**src/rtl/ip2_pkg.sv**
```systemverilog
// Shared types for the IP2 scan sequencer: FSM state encoding, scan-mode
// encoding and the saturating add used by the readback error counter.
package ip2_pkg;

    typedef enum logic [2:0] {
        ST_IDLE    = 3'd0,
        ST_DELAY   = 3'd1,
        ST_RESET   = 3'd2,
        ST_CAPTURE = 3'd3,
        ST_SHIFT0  = 3'd4,
        ST_SHIFT   = 3'd5,
        ST_DONE    = 3'd6
    } state_t;

    typedef enum logic {
        SHIFT_REG = 1'b0,
        LOAD_COMP = 1'b1
    } scan_mode_t;

    localparam int ERR_W = 16;

    function automatic logic [ERR_W-1:0] sat_add(input logic [ERR_W-1:0] a,
                                                 input logic [ERR_W-1:0] b);
        logic [ERR_W:0] s;
        s = {1'b0, a} + {1'b0, b};
        return s[ERR_W] ? {ERR_W{1'b1}} : s[ERR_W-1:0];
    endfunction

endpackage

```
**src/rtl/ip2_scan_cmp.sv**
```systemverilog
// Readback comparator: per-lane CHAIN_LEN-deep history of shifted bits, compared
// against the ASIC scan outputs one full pass later, with a saturating error count.
module ip2_scan_cmp
    import ip2_pkg::*;
#(
    parameter int CHAIN_LEN = 768,
    parameter int N_CH      = 4
) (
    input  logic             clk,
    input  logic             reset_not,
    input  logic             clear,
    input  logic             push,
    input  logic             check,
    input  logic [N_CH-1:0]  din,
    input  logic [N_CH-1:0]  obs,
    output logic [ERR_W-1:0] err_cnt
);

    logic [N_CH-1:0]  past;
    logic [ERR_W-1:0] n_bad;

    for (genvar g = 0; g < N_CH; g++) begin : g_lane
        logic [CHAIN_LEN-1:0] line;

        always_ff @(posedge clk or negedge reset_not) begin
            if (!reset_not)
                line <= '0;
            else if (push)
                line <= (line << 1) | CHAIN_LEN'(din[g]);
        end

        // Oldest entry is the bit pushed exactly CHAIN_LEN shifts ago.
        assign past[g] = line[CHAIN_LEN-1];
    end

    always_comb begin
        n_bad = '0;
        for (int i = 0; i < N_CH; i++)
            n_bad = n_bad + ERR_W'(obs[i] ^ past[i]);
    end

    always_ff @(posedge clk or negedge reset_not) begin
        if (!reset_not)
            err_cnt <= '0;
        else if (clear)
            err_cnt <= '0;
        else if (check)
            err_cnt <= sat_add(err_cnt, n_bad);
    end

endmodule

```
**src/rtl/ip2_scan_seq.sv**
```systemverilog
// Scan-chain sequencer: delay, ASIC reset, optional capture, then N full-chain passes.
// Define IP2_SCAN_SEQ_READBACK_EN to enable readback error counting on i_scan_out.
module ip2_scan_seq
    import ip2_pkg::*;
#(
    parameter int CHAIN_LEN = 768,
    parameter int N_CH      = 4,
    parameter int CW        = 6
) (
    input  logic            clk,
    input  logic            reset_not,
    input  logic            enable,
    input  logic [CW-1:0]   clk_counter,
    input  logic [CW-1:0]   test_delay,
    input  logic            test_mask_reset_not,
    input  logic            start_re,
    input  logic            mode,
    input  logic [7:0]      n_pass,
    input  logic            abort,
    input  logic [N_CH-1:0] i_scanchain_bit0,
    input  logic [N_CH-1:0] i_scan_out,
    output logic            o_scanchain_reg_load,
    output logic            o_scanchain_reg_shift,
    output logic            o_status_done,
    output logic [2:0]      o_state,
    output logic            o_reset_not,
    output logic            o_scan_load,
    output logic [N_CH-1:0] o_scan_in,
    output logic [15:0]     o_err_cnt
);

    localparam int SC_W = (CHAIN_LEN > 1) ? $clog2(CHAIN_LEN) : 1;

    state_t          state, state_nxt;
    scan_mode_t      mode_q;
    logic [7:0]      n_eff;
    logic            mask_q;
    logic            abort_pend;
    logic [SC_W-1:0] shift_cnt;
    logic [7:0]      pass_cnt;

    logic            tick, shifting, active, abort_any, last_bit, pass_end, enter_done;
    logic [CW-1:0]   td_m2;

    assign tick     = (clk_counter == test_delay);
    assign td_m2    = test_delay - CW'(2);
    assign shifting = (state == ST_SHIFT0) || (state == ST_SHIFT);
    assign active   = (state == ST_DELAY) || (state == ST_RESET) ||
                      (state == ST_CAPTURE) || shifting;
    assign abort_any = active && (abort || abort_pend);
    assign last_bit = (shift_cnt == SC_W'(CHAIN_LEN-1));
    // The SHIFT0 tick clocks the first chain bit, so it counts toward the pass.
    assign pass_end = shifting && tick && last_bit && ((pass_cnt + 8'd1) == n_eff);
    assign enter_done = enable && (state != ST_DONE) && (state_nxt == ST_DONE);

    always_ff @(posedge clk or negedge reset_not) begin
        if (!reset_not)
            state <= ST_IDLE;
        else
            state <= state_nxt;
    end

    always_comb begin
        state_nxt = state;
        if (!enable) begin
            state_nxt = ST_IDLE;
        end else begin
            case (state)
                ST_IDLE:    if (start_re) state_nxt = ST_DELAY;
                ST_DELAY:   if (tick) state_nxt = abort_any ? ST_DONE : ST_RESET;
                ST_RESET:   if (tick) state_nxt = abort_any ? ST_DONE :
                                                  (mode_q == LOAD_COMP) ? ST_CAPTURE : ST_SHIFT0;
                ST_CAPTURE: if (tick) state_nxt = abort_any ? ST_DONE : ST_SHIFT0;
                ST_SHIFT0:  if (tick) state_nxt = (abort_any || pass_end) ? ST_DONE : ST_SHIFT;
                ST_SHIFT:   if (tick && (abort_any || pass_end)) state_nxt = ST_DONE;
                ST_DONE:    state_nxt = ST_IDLE;
                default:    state_nxt = ST_IDLE;
            endcase
        end
    end

    always_comb begin
        o_scanchain_reg_load  = (state == ST_DELAY);
        // Two cycles ahead of the tick so the refreshed bit0 is ready when sampled.
        o_scanchain_reg_shift = shifting && (clk_counter == td_m2);
    end

    always_ff @(posedge clk or negedge reset_not) begin
        if (!reset_not) begin
            o_reset_not   <= 1'b1;
            o_scan_load   <= 1'b1;
            o_scan_in     <= '0;
            o_status_done <= 1'b0;
            mode_q        <= SHIFT_REG;
            n_eff         <= 8'd1;
            mask_q        <= 1'b1;
            abort_pend    <= 1'b0;
            shift_cnt     <= '0;
            pass_cnt      <= '0;
        end else if (!enable) begin
            o_reset_not <= 1'b1;
            o_scan_load <= 1'b1;
            o_scan_in   <= '0;
            abort_pend  <= 1'b0;
            shift_cnt   <= '0;
            pass_cnt    <= '0;
        end else begin
            if (abort && active)
                abort_pend <= 1'b1;
            case (state)
                ST_IDLE: begin
                    o_reset_not <= 1'b1;
                    o_scan_load <= 1'b1;
                    o_scan_in   <= '0;
                    abort_pend  <= 1'b0;
                    if (start_re) begin
                        mode_q <= scan_mode_t'(mode);
                        n_eff  <= (n_pass == 8'd0) ? 8'd1 : n_pass;
                        mask_q <= test_mask_reset_not;
                    end
                end
                ST_DELAY: if (tick && !abort_any) begin
                    o_scan_load   <= 1'b0;
                    o_reset_not   <= mask_q;
                    o_status_done <= 1'b0;
                    shift_cnt     <= '0;
                    pass_cnt      <= '0;
                end
                ST_RESET: if (tick && !abort_any) begin
                    o_reset_not <= 1'b1;
                    o_scan_in   <= i_scanchain_bit0;
                    o_scan_load <= (mode_q == LOAD_COMP);
                end
                ST_CAPTURE: if (tick && !abort_any) o_scan_load <= 1'b0;
                ST_SHIFT0, ST_SHIFT: begin
                    o_scan_in <= i_scanchain_bit0;
                    if (tick && !abort_any) begin
                        if (last_bit) begin
                            shift_cnt <= '0;
                            pass_cnt  <= pass_cnt + 8'd1;
                        end else begin
                            shift_cnt <= shift_cnt + SC_W'(1);
                        end
                    end
                end
                default: begin
                    o_scan_in  <= '0;
                    abort_pend <= 1'b0;
                end
            endcase
            if (enter_done) begin
                o_status_done <= 1'b1;
                o_reset_not   <= 1'b1;
                o_scan_load   <= 1'b1;
                o_scan_in     <= '0;
                abort_pend    <= 1'b0;
            end
        end
    end

    assign o_state = state;

`ifdef IP2_SCAN_SEQ_READBACK_EN
    ip2_scan_cmp #(
        .CHAIN_LEN (CHAIN_LEN),
        .N_CH      (N_CH)
    ) u_cmp (
        .clk       (clk),
        .reset_not (reset_not),
        .clear     (enable && (state == ST_IDLE) && start_re),
        .push      (enable && shifting && tick),
        .check     (enable && (state == ST_SHIFT) && tick && (pass_cnt != 8'd0)),
        .din       (o_scan_in),
        .obs       (i_scan_out),
        .err_cnt   (o_err_cnt)
    );
`else
    logic unused_scan_out;
    assign unused_scan_out = ^i_scan_out;
    assign o_err_cnt       = '0;
`endif

endmodule

```
**config.mk**
```make
export PLATFORM = sky130hd
export DESIGN_NAME = ip2_scan_seq
export DESIGN_NICKNAME = d
export VERILOG_FILES = /design/src/rtl/ip2_pkg.sv /design/src/rtl/ip2_scan_cmp.sv /design/src/rtl/ip2_scan_seq.sv
export SDC_FILE = /design/constraint.sdc
export NUM_CORES = 1
export LEC_CHECK = 0
export ABC_AREA = 1
export CAP_MARGIN = 40
export CORE_MARGIN = 2
export CORE_UTILIZATION = 51
export DETAILED_ROUTE_END_ITERATION = 8
export PLACE_DENSITY_LB_ADDON = 0.1
export SLEW_MARGIN = 0
export SYNTH_ARGS = -nofsm -noshare
export SYNTH_HDL_FRONTEND = slang
export SYNTH_SLANG_ARGS = --single-unit
```
**constraint.sdc**
```tcl
create_clock -name clk -period 2.3 [get_ports clk]
set_clock_uncertainty 0.05 [all_clocks]
set_input_delay 0.575 -clock clk [delete_from_list [all_inputs] [get_ports clk]]
set_output_delay 0.575 -clock clk [all_outputs]
set_load 0.02 [all_outputs]
```
### Word-level counts from Yosys, hierarchy flattened

Index checks and enable logic that the tools add are counted.

| operators by class | value |
|---|---|
| eq/ne operators | 22 |
| multiplexer cells | 44 |
| add/sub/neg operators | 3 |
| reduce and logical (&&, ||, !) cells | 31 |

Operator list:

| kind | count |
|---|---|
| two-way mux 10 bit | 4 |
| two-way mux 8 bit | 5 |
| two-way mux 3 bit | 10 |
| case mux 10 bit (2 select lines) | 1 |
| case mux 3 bit (6 select lines) | 1 |
| case mux 8 bit (2 select lines) | 1 |
| AND reduction 3 bit | 5 |
| two-way mux 1 bit | 14 |
| == test 6 bit | 2 |
| two-way mux 4 bit | 3 |
| inequality test 4 x 2 -> 1 bit (second input constant) | 3 |
| case mux 4 bit (3 select lines) | 1 |
| adder 10 x 1 -> 10 bit (second input constant) | 1 |
| == test 10 bit (second input constant) | 1 |
| logical AND 1 bit | 10 |
| == test 3 bit (second input constant) | 3 |
| inequality test 3 bit (second input constant) | 3 |
| adder 8 x 1 -> 8 bit (second input constant) | 1 |
| == test 8 bit | 1 |
| zero test 8 bit | 1 |
| == test 3 x 2 -> 1 bit (second input constant) | 2 |
| logical OR 1 bit | 6 |
| inequality test 3 x 2 -> 1 bit (second input constant) | 2 |
| case mux 1 bit (3 select lines) | 2 |
| 14 further kinds | 17 |

| word-level totals | value |
|---|---|
| word-level logic and storage cells | 111 |
| register bits | 39 |
| input bits | 35 |

### Longest topological paths before layout

Gate-level depths: netlist of the first run.

| logic depth | value |
|---|---|
| depth in word-level cells | 14 |
| depth in mapped cells | 19 |

### Worst setup path after synthesis of the first run

No wires, ideal clock.

| timing path | value |
|---|---|
| kind | in2out |
| start | in test_delay[2] |
| end | out o_scanchain_reg_shift |
| stages on the path | 6 |
| path slack | -160 ps |
| required time | 1675 ps |
| arrival time | 1835 ps |
| cell sequence | inv_1 > ha_1 > nand3_1 > xor2_1 > nand2_1 > nor4b_1 |

| on the way | value |
|---|---|
| word-level cells in the longest chain between the ends | 3 |

RTL lines:

| what | line | source |
|---|---|---|
| start: declaration | ip2_scan_seq.sv:14 | `input logic [CW-1:0] test_delay,` |
| subtractor 6 x 2 -> 6 bit | ip2_scan_seq.sv:46 | `assign td_m2 = test_delay - CW'(2);` |
| == test 6 bit | ip2_scan_seq.sv:85 | `o_scanchain_reg_shift = shifting && (clk_counter == td_m2);` |
| logical AND 1 bit | ip2_scan_seq.sv:85 |  |
| end: declaration | ip2_scan_seq.sv:23 | `output logic o_scanchain_reg_shift,` |

Every way passes these cells.

### Final worst setup path of the first run

| timing path | value |
|---|---|
| start | in clk_counter[1] |
| end | out o_scanchain_reg_shift |

| on the way | value |
|---|---|
| word-level cells in the longest chain between the ends | 2 |

RTL lines:

| what | line | source |
|---|---|---|
| start: declaration | ip2_scan_seq.sv:13 | `input logic [CW-1:0] clk_counter,` |
| == test 6 bit | ip2_scan_seq.sv:85 |  |
| logical AND 1 bit | ip2_scan_seq.sv:85 |  |

Every way passes these cells.

==> results of run 1 <==
==> layer usage <==
metal | wire, um | up-vias | track usage (%)
li1 | - | 1445 | -
met1 | 3044 | 1315 | 30.01
met2 | 3620 | 85 | 40.78
met3 | 301 | 11 | 4.471
met4 | 96 | 0 | 6.964
met5 | 0 | - | 0
==> final timing paths <==
check | to | slack [ps] | depth (start not counted) | startpoint
max in group asynchronous | mask_q | 1490 | 2 | reset_not
setup reg to reg | o_scan_load | 110 | 13 | o_state[2]
setup / recovery | o_scanchain_reg_shift | 50 | 5 | clk_counter[1]
min in group clk | o_scan_load | 410 | 2 | o_scan_load
hold reg to reg | o_scan_load | 410 | 2 | o_scan_load
hold / removal | o_state[2] | 170 | 1 | reset_not
==> critical path, delay by kind of cell <==
kind	cells	cell delay (ps)
XOR/XNOR	1	170
buffers and inverters	2	440
AND/OR/NAND/NOR	2	440
==> cells by family (layout without fill, tap and decap cells) <==
kind of cell / count (synthesis) / after routing / synth area share, %
flip-flops: 39 / 39 / 35.90
AND/OR/NAND/NOR: 220 / 221 / 36.49
other: 1 / 16 / 0.1372
XOR/XNOR: 4 / 4 / 1.282
AO/OA/AOI/OAI: 55 / 55 / 11.04
adder cells (fa/ha/maj): 3 / 3 / 1.374
buffers and inverters: 81 / 158 / 13.78
==> sequential cells by signal (all words and copies together), names as in the netlist <==
name and cells:
shift_cnt 10, n_eff 8, pass_cnt 8, o_scan_in 4
o_state 3, abort_pend 1, mask_q 1, mode_q 1
o_reset_not 1, o_scan_load 1, o_status_done 1
==> layout by cell type, fill, tap and decap left out, drive strengths merged, types with 2 or more instances in the layout <==
cell type / count
xor2: 4
nand4: 2
dfstp: 4
dfrtp: 35
o21ai: 25
conb: 16
clkdlybuf4s50: 27
buf: 52
nand3b: 4
o22ai: 7
ha: 3
clkbuf: 11
nor2: 40
inv: 59
a21oi: 19
clkinv: 2
dlygate4sd2: 5
nand2: 118
nor3: 8
nand3: 46
==> per-stage QoR <==
step                setup TNS (ps)  worst slack (ps)  cells  hold slack [ps]  total power [mW]
global route                -314.0            -94.49    566            192.8             1.671
global placement            -13540            -824.6    542            397.6             1.087
CTS                         -56.58            -56.58    557            172.7             1.565
detailed placement          -14090            -906.5    542            401.9             1.092
floorplan                        0             99.03    418            229.4            0.9595
finish                           0             50.09    566            166.0             1.585
==> power by group through the flow <==
stage	sequential [mW]	combinational (mW)	clock, mW
4_1_cts	0.752	0.333	0.480
6_report	0.754	0.361	0.470
5_1_grt	0.759	0.400	0.511
3_3_place_gp	0.764	0.323	0
2_1_floorplan	0.768	0.191	0
3_5_place_dp	0.766	0.327	0
==> cell type report <==
class | instances | share of cell area (%)
clock buffer | 6 | 1.914
tap | 70 | 2.310
clock inverter | 2 | 0.3300
sequential | 39 | 26.01
inverter | 60 | 6.205
multi-input combinational | 299 | 42.64
timing repair buffer | 90 | 20.59
==> timing repair <==
action / 4_1_cts / 5_1_grt
buffers inserted: 6 / 9
gates resized for setup: 40 / 57
cloned: 1 / 0
setup endpoints to repair: 28 / 21
pin swaps: 17 / 37
==> impl_metrics.csv, run 1 <==
group,metric,value,unit
synth,yosysTopAreaCellShare,32.05,%
power_and_ir_drop,p_leak,1.810,nW
floorplanning,start_util,53.16,%
global_routing,grt_pass1_vias,2578,
synth,synth_edf_count,0,
synth,synthMostInstantiatedCell,"nand2_1",
placed_design,dpl_cell_area,0.003407,mm^2
cts,cts.path.max_buffers,2,
timing,post-route-min-period,2250,ps
flow_run,drv_cap,0,
synth,synth_ff_type,"dfrtp_1",
final_layout,ff_latch_area,985.9,um^2
cts,cts-buffers-inserted,5,
global_routing,overflow,0,
global_routing,antenna_found_initial,0,
synth,ys_seq_area_share,35.90,%
timing,setup_viol,0,
final_layout,drive_gt1_share,26.61,%
cts,htreeDepth,2,
worst_setup_path,end_kind,"primary output",
routing,route.final.wire_length,7.063,mm
global_routing,grt_pass1_wl,11.32,mm
floorplanning,die_area,0.005960,mm^2
synth,ys_types,35,
synth,syn_inst,403,
cts,cts.sinks,39,
routing,via_count,2856,
synth,synth_area,0.002733,mm^2
power_and_ir_drop,worst_ir_drop_vdd,289.2,uV
global_routing,grt_usage,23.64,%
synth,synth-async-reset-ratio,100.0,%
timing,hold_violations,0,
timing,min_period_over_period,97.82,%
floorplanning,ioPinCount,63,
final_layout,final_core_util,73.76,%
final_layout,stdcell_area,0.003791,mm^2
placed_design,dp_hpwl,4.967,mm
synth,synth_top_area_cell,"dfrtp_1",
cts,clkLatencyLatePin,300,ps
outcome,status,"finished, final reports clean",
final_layout,nets,533,
final_layout,antenna_cells,0,
floorplanning,die_h,77.20,um
power_and_ir_drop,power_frac_clock,29.7,%
power_and_ir_drop,p_int,1.095,mW
routing,drt-wirelength-per-cell,12.48,um
cts,cts_tree,"built",
global_routing,grt_max_degree,23,
final_layout,area_growth,38.74,%
worst_setup_path,critPathRequiredTime,1670,ps
synth,ys_seq_elements,39,
floorplanning,die_w,77.20,um
power_and_ir_drop,swShare,30.93,%
cts,hold_buffers,0,
cts,clk_pin_slew,80,ps
cts,cts-root-buf,"clkbuf_8",
final_layout,fillers,421,
synth,synth_top_cells_by_area,"dfrtp_1 32%, nand2_1 15%, nand3_1 7.7%",
floorplanning,core,0.005140,mm^2
worst_setup_path,critPathMaxFanout,2,
power_and_ir_drop,seqPwrFrac,47.5,%
power_and_ir_drop,p_per_area,418.2,mW/mm^2
synth,postSynthAreaPerCell,6.781,um^2
routing,drt_iter0_drc,215,
worst_setup_path,crit_path_top_delay_cell,"nor4b_2",
timing,slew_violations,0,
routing,first_pass_iters,5,
power_and_ir_drop,p_sw,490.5,uW
worst_setup_path,critPathKind,"input pin to primary output",
placed_design,gp_congestion,0.8672,
routing,post-route-drc-count,0,
worst_setup_path,crit_chain,"dlygate4sd2_1 > xor2_2 > nand3_1 > nor4b_2 > buf_4",
worst_setup_path,critPathArrivalTime,1620,ps
routing,antenna_left,0,
synth,synthTopCellsByCount,"111 x nand2_1, 52 x inv_1, 42 x nand3_1",
worst_setup_path,worstSetupStartpointType,"input pin",
placed_design,place.port_buffers,42,
timing,max_freq,0.4445,GHz
synth,synth_warnings,0,
final_layout,multi_input_area,0.001617,mm^2
routing,avgViaCountPerCell,5.046,
timing,rsz0062_at_grt,"yes",
worst_hold_path,hold_class,"input pin to async pin",
worst_setup_path,critPathMaxStageDelay,320,ps
power_and_ir_drop,comb_power_share,22.8,%
floorplanning,rows,26,
Power figures use the tool's default switching activity.
==> inputs of run 2 (changes only) <==
--- a/config.mk
+++ b/config.mk
@@ -8,10 +8,11 @@
 export ABC_AREA = 1
 export CAP_MARGIN = 40
 export CORE_MARGIN = 2
-export CORE_UTILIZATION = 51
+export CORE_UTILIZATION = 46
 export DETAILED_ROUTE_END_ITERATION = 8
 export PLACE_DENSITY_LB_ADDON = 0.1
 export SLEW_MARGIN = 0
 export SYNTH_ARGS = -nofsm -noshare
 export SYNTH_HDL_FRONTEND = slang
 export SYNTH_SLANG_ARGS = --single-unit
+export TNS_END_PERCENT = 30
==> constraint.sdc (replaced) <==
create_clock -name clk -period 2 [get_ports clk]
set_clock_uncertainty 0.05 [all_clocks]
set_input_delay 0.5 -clock clk [delete_from_list [all_inputs] [get_ports clk]]
set_output_delay 0.5 -clock clk [all_outputs]
set_load 0.02 [all_outputs]
==> impl_metrics.csv, run 2 (synthesis results as in run 1) <==
group,metric,value,unit
routing,drt_iter0_drc,148,
power_and_ir_drop,p_sw,585.5,uW
timing,slew_violations,0,
worst_setup_path,crit_buf_inv,2,
placed_design,place_ws,-998.2,ps
cts,cts-buffers-inserted,5,
routing,first_pass_iters,4,
final_layout,ff_latch_area,985.9,um^2
floorplanning,ioPinCount,63,
worst_setup_path,critPathMaxFanout,8,
worst_setup_path,worstSetupStartpoint,"o_state[1]",
final_layout,antenna_cells,0,
worst_setup_path,critPathArrivalTime,2440,ps
cts,cts_tree,"built",
outcome,status,"finished with violations",
cts,cts.path.max_buffers,2,
worst_setup_path,critPathKind,"flop to flop",
flow_run,drv_cap,0,
floorplanning,core,0.005816,mm^2
placed_design,dp_hpwl,5.336,mm
routing,antenna_left,0,
worst_setup_path,critPathMaxStageDelay,420,ps
placed_design,place.port_buffers,42,
floorplanning,die_w,81.08,um
final_layout,final_cell_mix,"94 x nand2_1, 68 x buf_4, 47 x inv_1",
worst_setup_path,reg2regPathDepth,13,
final_layout,regMostFlops,"shift_cnt",
timing,post-route-min-period,2260,ps
global_routing,grt_pass1_vias,2951,
timing,max_freq,0.4424,GHz
outcome,violations,"negative setup slack",
routing,drt-wirelength-per-cell,13.40,um
floorplanning,die_area,0.006573,mm^2
cts,cts.sinks,39,
timing,setup_slack,-260.2,ps
worst_setup_path,crit_chain,"buf_6 > nor2_4 > nor2_1 > o22ai_2 > nor2_1 > a21oi_1 > nand2_1 > nand2_1 > nor2_4 > buf_12 > nand2_8 > nand3_2 > o21ai_2",
routing,via_count,2997,
routing,avgViaCountPerCell,5.003,
power_and_ir_drop,power_frac_clock,31.4,%
global_routing,overflow,0,
cts,clk_pin_slew,80,ps
final_layout,reg_top3,"shift_cnt (10), n_eff (8), pass_cnt (8)",
final_layout,drive_gt1_share,36.64,%
final_layout,largest_reg_flops,10,
timing,min_period_over_period,113.0,%
power_and_ir_drop,p_leak,2.007,nW
cts,cts-root-buf,"clkbuf_8",
global_routing,grt_use_met3,4.000,%
timing,hold_violations,0,
final_layout,multi_input_area,0.001788,mm^2
global_routing,met2_usage,47.27,%
worst_setup_path,timing.rr.start,"o_state[1]",
cts,clkLatencyLatePin,300,ps
power_and_ir_drop,seqPwrFrac,44.6,%
worst_setup_path,critPathRequiredTime,2180,ps
cts,hold_buffers,0,
timing,rsz0062_at_grt,"yes",
routing,route.final.wire_length,8.028,mm
worst_setup_path,r2r_end,"o_scan_in[3]",
floorplanning,rows,28,
floorplanning,start_util,46.99,%
placed_design,gp_congestion,0.8654,
worst_setup_path,end_kind,"flop",
global_routing,grt_usage,25.47,%
final_layout,final_core_util,72.63,%
final_layout,fillers,461,
worst_setup_path,r2r_slack,-260,ps
final_layout,final_common_cell,"nand2_1",
worst_setup_path,crit_family,"simple AND/OR/NAND/NOR gates",
global_routing,grt_pass1_wl,12.90,mm
worst_hold_path,hold_class,"input pin to async pin",
worst_setup_path,crit_path_top_delay_cell,"dfrtp_1",
final_layout,area_growth,54.58,%
timing,setup_viol,9,
global_routing,busiest_layer,"met2",
global_routing,use_met1,29.49,%
routing,post-route-drc-count,0,
power_and_ir_drop,p_int,1.355,mW
final_layout,nets,561,
floorplanning,die_h,81.08,um
power_and_ir_drop,p_per_area,459.3,mW/mm^2
global_routing,antenna_found_initial,0,
global_routing,grt_max_degree,18,
power_and_ir_drop,swShare,30.18,%
power_and_ir_drop,worst_ir_drop_vdd,409.1,uV
cts,htreeDepth,2,
worst_setup_path,worstSetupStartpointType,"flop",
power_and_ir_drop,comb_power_share,24.1,%
run 2: cell types whose count changed in the layout (fill, tap and decap cells not counted), sizes merged:
cell and delta:
dlygate4sd2 -3, clkdlybuf4s15 +1, dlymetal6s2s +2, buf +31, clkinv -2, clkdlybuf4s50 -2, inv +1
run 2: metrics by stage:
| step | hold slack (ps) | power (mW) | cells | area, um^2 | TNS (ps) |
|---|---|---|---|---|---|
| 6_report | 89.45 | 1.940 | 599 | 4224 | -1956 |
| 3_3_place_gp | 399.3 | 1.268 | 572 | 3613 | -20460 |
| 5_1_grt | 110.3 | 2.039 | 599 | 4224 | -3790 |
| 2_1_floorplan | 154.4 | 1.108 | 418 | 2820 | 0 |
| 4_1_cts | 96.36 | 1.912 | 594 | 4050 | -1817 |
| 3_5_place_dp | 405.1 | 1.276 | 572 | 3613 | -21260 |
run 2: metal layers:
| metal | vias up | share of wire, % |
|---|---|---|
| met4 | 0 | 2.6 |
| met1 | 1405 | 41 |
| met3 | 18 | 4.6 |
| met5 | - | 0 |
| met2 | 74 | 52 |
| li1 | 1500 | - |
run 2: final cells by class:
class                   instances  area share (%)
clock buffers                   7           2.281
multi-input cells             299           42.33
flip-flops and latches         39           23.34
clock inverters                 1          0.1777
inverters                      60           5.569
repair buffers                118           24.08
well taps                      75           2.222
run 2: how the worst max path moves through the flow:
stage	slack, ps	depth (start not counted)	end
floorplan	2	16	o_scan_load
global placement	-960	8	o_scanchain_reg_shift
detailed placement	-1000	8	o_scanchain_reg_shift
CTS	-210	17	o_scan_load
global route	-460	18	o_scan_load
finish	-260	13	o_scan_in[3]
run 2: power by group through the flow:
stage               Clock [mW]  Sequential [mW]  Combinational, mW
floorplan                    0            0.884              0.224
global placement             0            0.878              0.390
detailed placement           0            0.879              0.397
CTS                      0.613            0.863              0.435
global route             0.655            0.871              0.513
finish                   0.608            0.865              0.467
run 2: repair_timing:
item | in CTS | in global routing
endpoints found under the setup margin | 30 | 32
setup buffers | 13 | 5
gates resized for setup | 85 | 57
pin swaps | 34 | 24
cloned | 1 | 0
run 2: worst reg2reg max path: stages, from the launching register on:
cell     delay (ps)
dfrtp_1         420
buf_6           150
nor2_4          100
nor2_1           70
o22ai_2         250
nor2_1          120
a21oi_1         200
nand2_1         130
nand2_1         170
nor2_4          100
buf_12          140
nand2_8          90
nand3_2          80
o21ai_2         140
==> inputs of run 3 (changes only) <==
--- a/config.mk
+++ b/config.mk
@@ -6,7 +6,7 @@
 export NUM_CORES = 1
 export LEC_CHECK = 0
 export ABC_AREA = 1
-export CAP_MARGIN = 40
+export CAP_MARGIN = 30
 export CORE_MARGIN = 2
 export CORE_UTILIZATION = 46
 export DETAILED_ROUTE_END_ITERATION = 8
==> results of run 3 <==
The final DEF is identical to that of run 2; final timing and power are the same.
==> RTL change (flow settings as in run 2) <==
Reset style: synchronous (`reset_not`), changed in 2 clocked blocks.
--- a/src/rtl/ip2_scan_seq.sv
+++ b/src/rtl/ip2_scan_seq.sv
@@ -53,7 +53,7 @@
     assign pass_end = shifting && tick && last_bit && ((pass_cnt + 8'd1) == n_eff);
     assign enter_done = enable && (state != ST_DONE) && (state_nxt == ST_DONE);
 
-    always_ff @(posedge clk or negedge reset_not) begin
+    always_ff @(posedge clk) begin
         if (!reset_not)
             state <= ST_IDLE;
         else
@@ -85,7 +85,7 @@
         o_scanchain_reg_shift = shifting && (clk_counter == td_m2);
     end
 
-    always_ff @(posedge clk or negedge reset_not) begin
+    always_ff @(posedge clk) begin
         if (!reset_not) begin
             o_reset_not   <= 1'b1;
             o_scan_load   <= 1'b1;
Behaviour: differs if reset_not is asserted again (counterexample within 4 cycles, from zero or initial values and one cycle with reset_not low); with reset_not held inactive, the same outputs for 10 cycles.
==> RTL change against run 2 <==
- the run still ends with negative setup slack left
- synthesized cell count shrank 6.5%
- worst setup slack gained 0.20 ns
- sequential cell count is the same
- final area shrank 9.9%
- total power shrank 7.1%
- routed wire length shrank 16%
- count of clock-buffer cells in the layout shrank 1
- sequential power shrank 7.5%
- synthesized area shrank 9.2%
- largest power group unchanged
==> RTL change: results <==
set metrics [dict create \
    nNetsFinal 522 \
    worstReg2RegEnd "o_scan_in[2]" \
    drive_gt1_share_pct 36.7 \
    worstHoldPathType "register to register" \
    cts_buffers 5 \
    viasPerCell 4.93 \
    synth_top_cells_by_count "89 x nand2_1, 50 x inv_1, 39 x dfxtp_1" \
    first_iter_violations 127 \
    firstDrtPassIters 5 \
    grt.total_usage_pct 22.0 \
    top_layer "met4" \
    cts.clk_slew.worst_paths_ns 0.08 \
    wl_met1_um 2940 \
    leakage_nw 1.68 \
    r2r-start "shift_cnt[0]" \
    wl_per_cell_um 12.1 \
    setup_viol 8 \
    largestRegisters "shift_cnt (10), n_eff (8), pass_cnt (8)" \
    finalWirelength_um 6710 \
    dr_wl_met2_um 3300 \
    place.port_buffers 42 \
    root_buffer "clkbuf_8" \
    diodes 0 \
    ir_drop_uv 401 \
    startpoint "test_delay[3]" \
    grt_pass1_vias 2522 \
    status "finished, violations left" \
    violations "negative setup slack" \
    clock_latency_ns 0.30 \
    crit_end "o_scanchain_reg_shift" \
    pre_cts_slack_ns -0.971 \
    dp_cells 535 \
    r2r_cells 14 \
    grt_pass1_wl_um 10800 \
    ys.flop_type "dfxtp_1" \
    yosysUniqueCellTypes 41 \
    grt_antenna_before_repair 0 \
    cp_max_fo 3 \
    h-tree-depth 2 \
    grt_start_max_net_pins 15 \
    yosysSeqAreaShare_pct 31.5 \
    wl_met3_um 354 \
    synthArstFlopShare_pct 0 \
    dpl.hpwl_um 4670 \
    fin_ws_ns -0.0604 \
    synth_area_per_cell_um2 6.58 \
    synth.area.top_cells "dfxtp_1 31%, nand2_1 13%, inv_1 7.6%" \
    gp_congestion 0.848 \
    worstPathArrival_ns 1.51 \
    n_fill_cell 429 \
    regToRegSetupSlack_ns -0.03 \
    yosysWarnings 0 \
]
RTL change: worst max-delay path, stage by stage:
cell	delay, ns
buf_6	0.09
inv_2	0.05
nand2_2	0.07
nand2_2	0.07
buf_4	0.14
xnor2_2	0.13
nor4_2	0.25
buf_2	0.20
RTL change: cell type report:
cell class	count	area (um^2)	area share (%)
clock inverter	2	35.0	0.920
timing repair buffer	105	907	23.8
clock buffer	6	82.6	2.17
tap	70	87.6	2.30
sequential	39	791	20.8
multi-input combinational	270	1660	43.6
inverter	63	244	6.41
RTL change: worst min path at each step:
stage,from,to,slack (ns),cells after the start
global route,shift_cnt[7],shift_cnt[7],0.43,2
CTS,shift_cnt[7],shift_cnt[7],0.41,2
floorplan,shift_cnt[7],shift_cnt[7],0.38,2
finish,shift_cnt[7],shift_cnt[7],0.41,2
global placement,shift_cnt[7],shift_cnt[7],0.40,2
detailed placement,shift_cnt[7],shift_cnt[7],0.40,2
RTL change: cells by family after synthesis:
family | count (synthesis) | synth area share, %
simple gates | 187 | 34.9
xor+xnor | 4 | 1.41
mux | 1 | 0.403
flops | 39 | 31.5
buf+inv | 83 | 15.6
other cells | 1 | 0.151
compound gates | 59 | 14.5
fa+ha+maj | 3 | 1.51
RTL change: stage by stage:
stage                     setup TNS [ns]  instance area, um^2
final                             -0.245                 3810
after floorplan                 -0.00824                 2550
after global placement            -15.35                 3300
after global routing               -1.42                 3810
after CTS                         -0.702                 3570
after detailed placement          -16.18                 3300
RTL change: report_power, final:
| group | switching (W) | internal [W] | leakage (nW) | total (W) |
|---|---|---|---|---|
| Combinational | 0.000164 | 0.000141 | 1.30 | 0.000305 |
| Sequential | 0.00000852 | 0.000791 | 0.320 | 0.000800 |
| Clock | 0.000294 | 0.000404 | 0.0612 | 0.000698 |
RTL change: timing repair:
item	CTS	global route
endpoints found under the setup margin	31	34
gates resized for setup	63	68
cloned	0	0
pin swaps	28	27
setup buffers	6	6
RTL change: per-layer routing:
metal | global-route usage [%] | vias up
li1 | - | 1408
met1 | 28.8 | 1226
met2 | 35.7 | 92
met3 | 3.95 | 9
met4 | 8.75 | 0
met5 | 0 | -
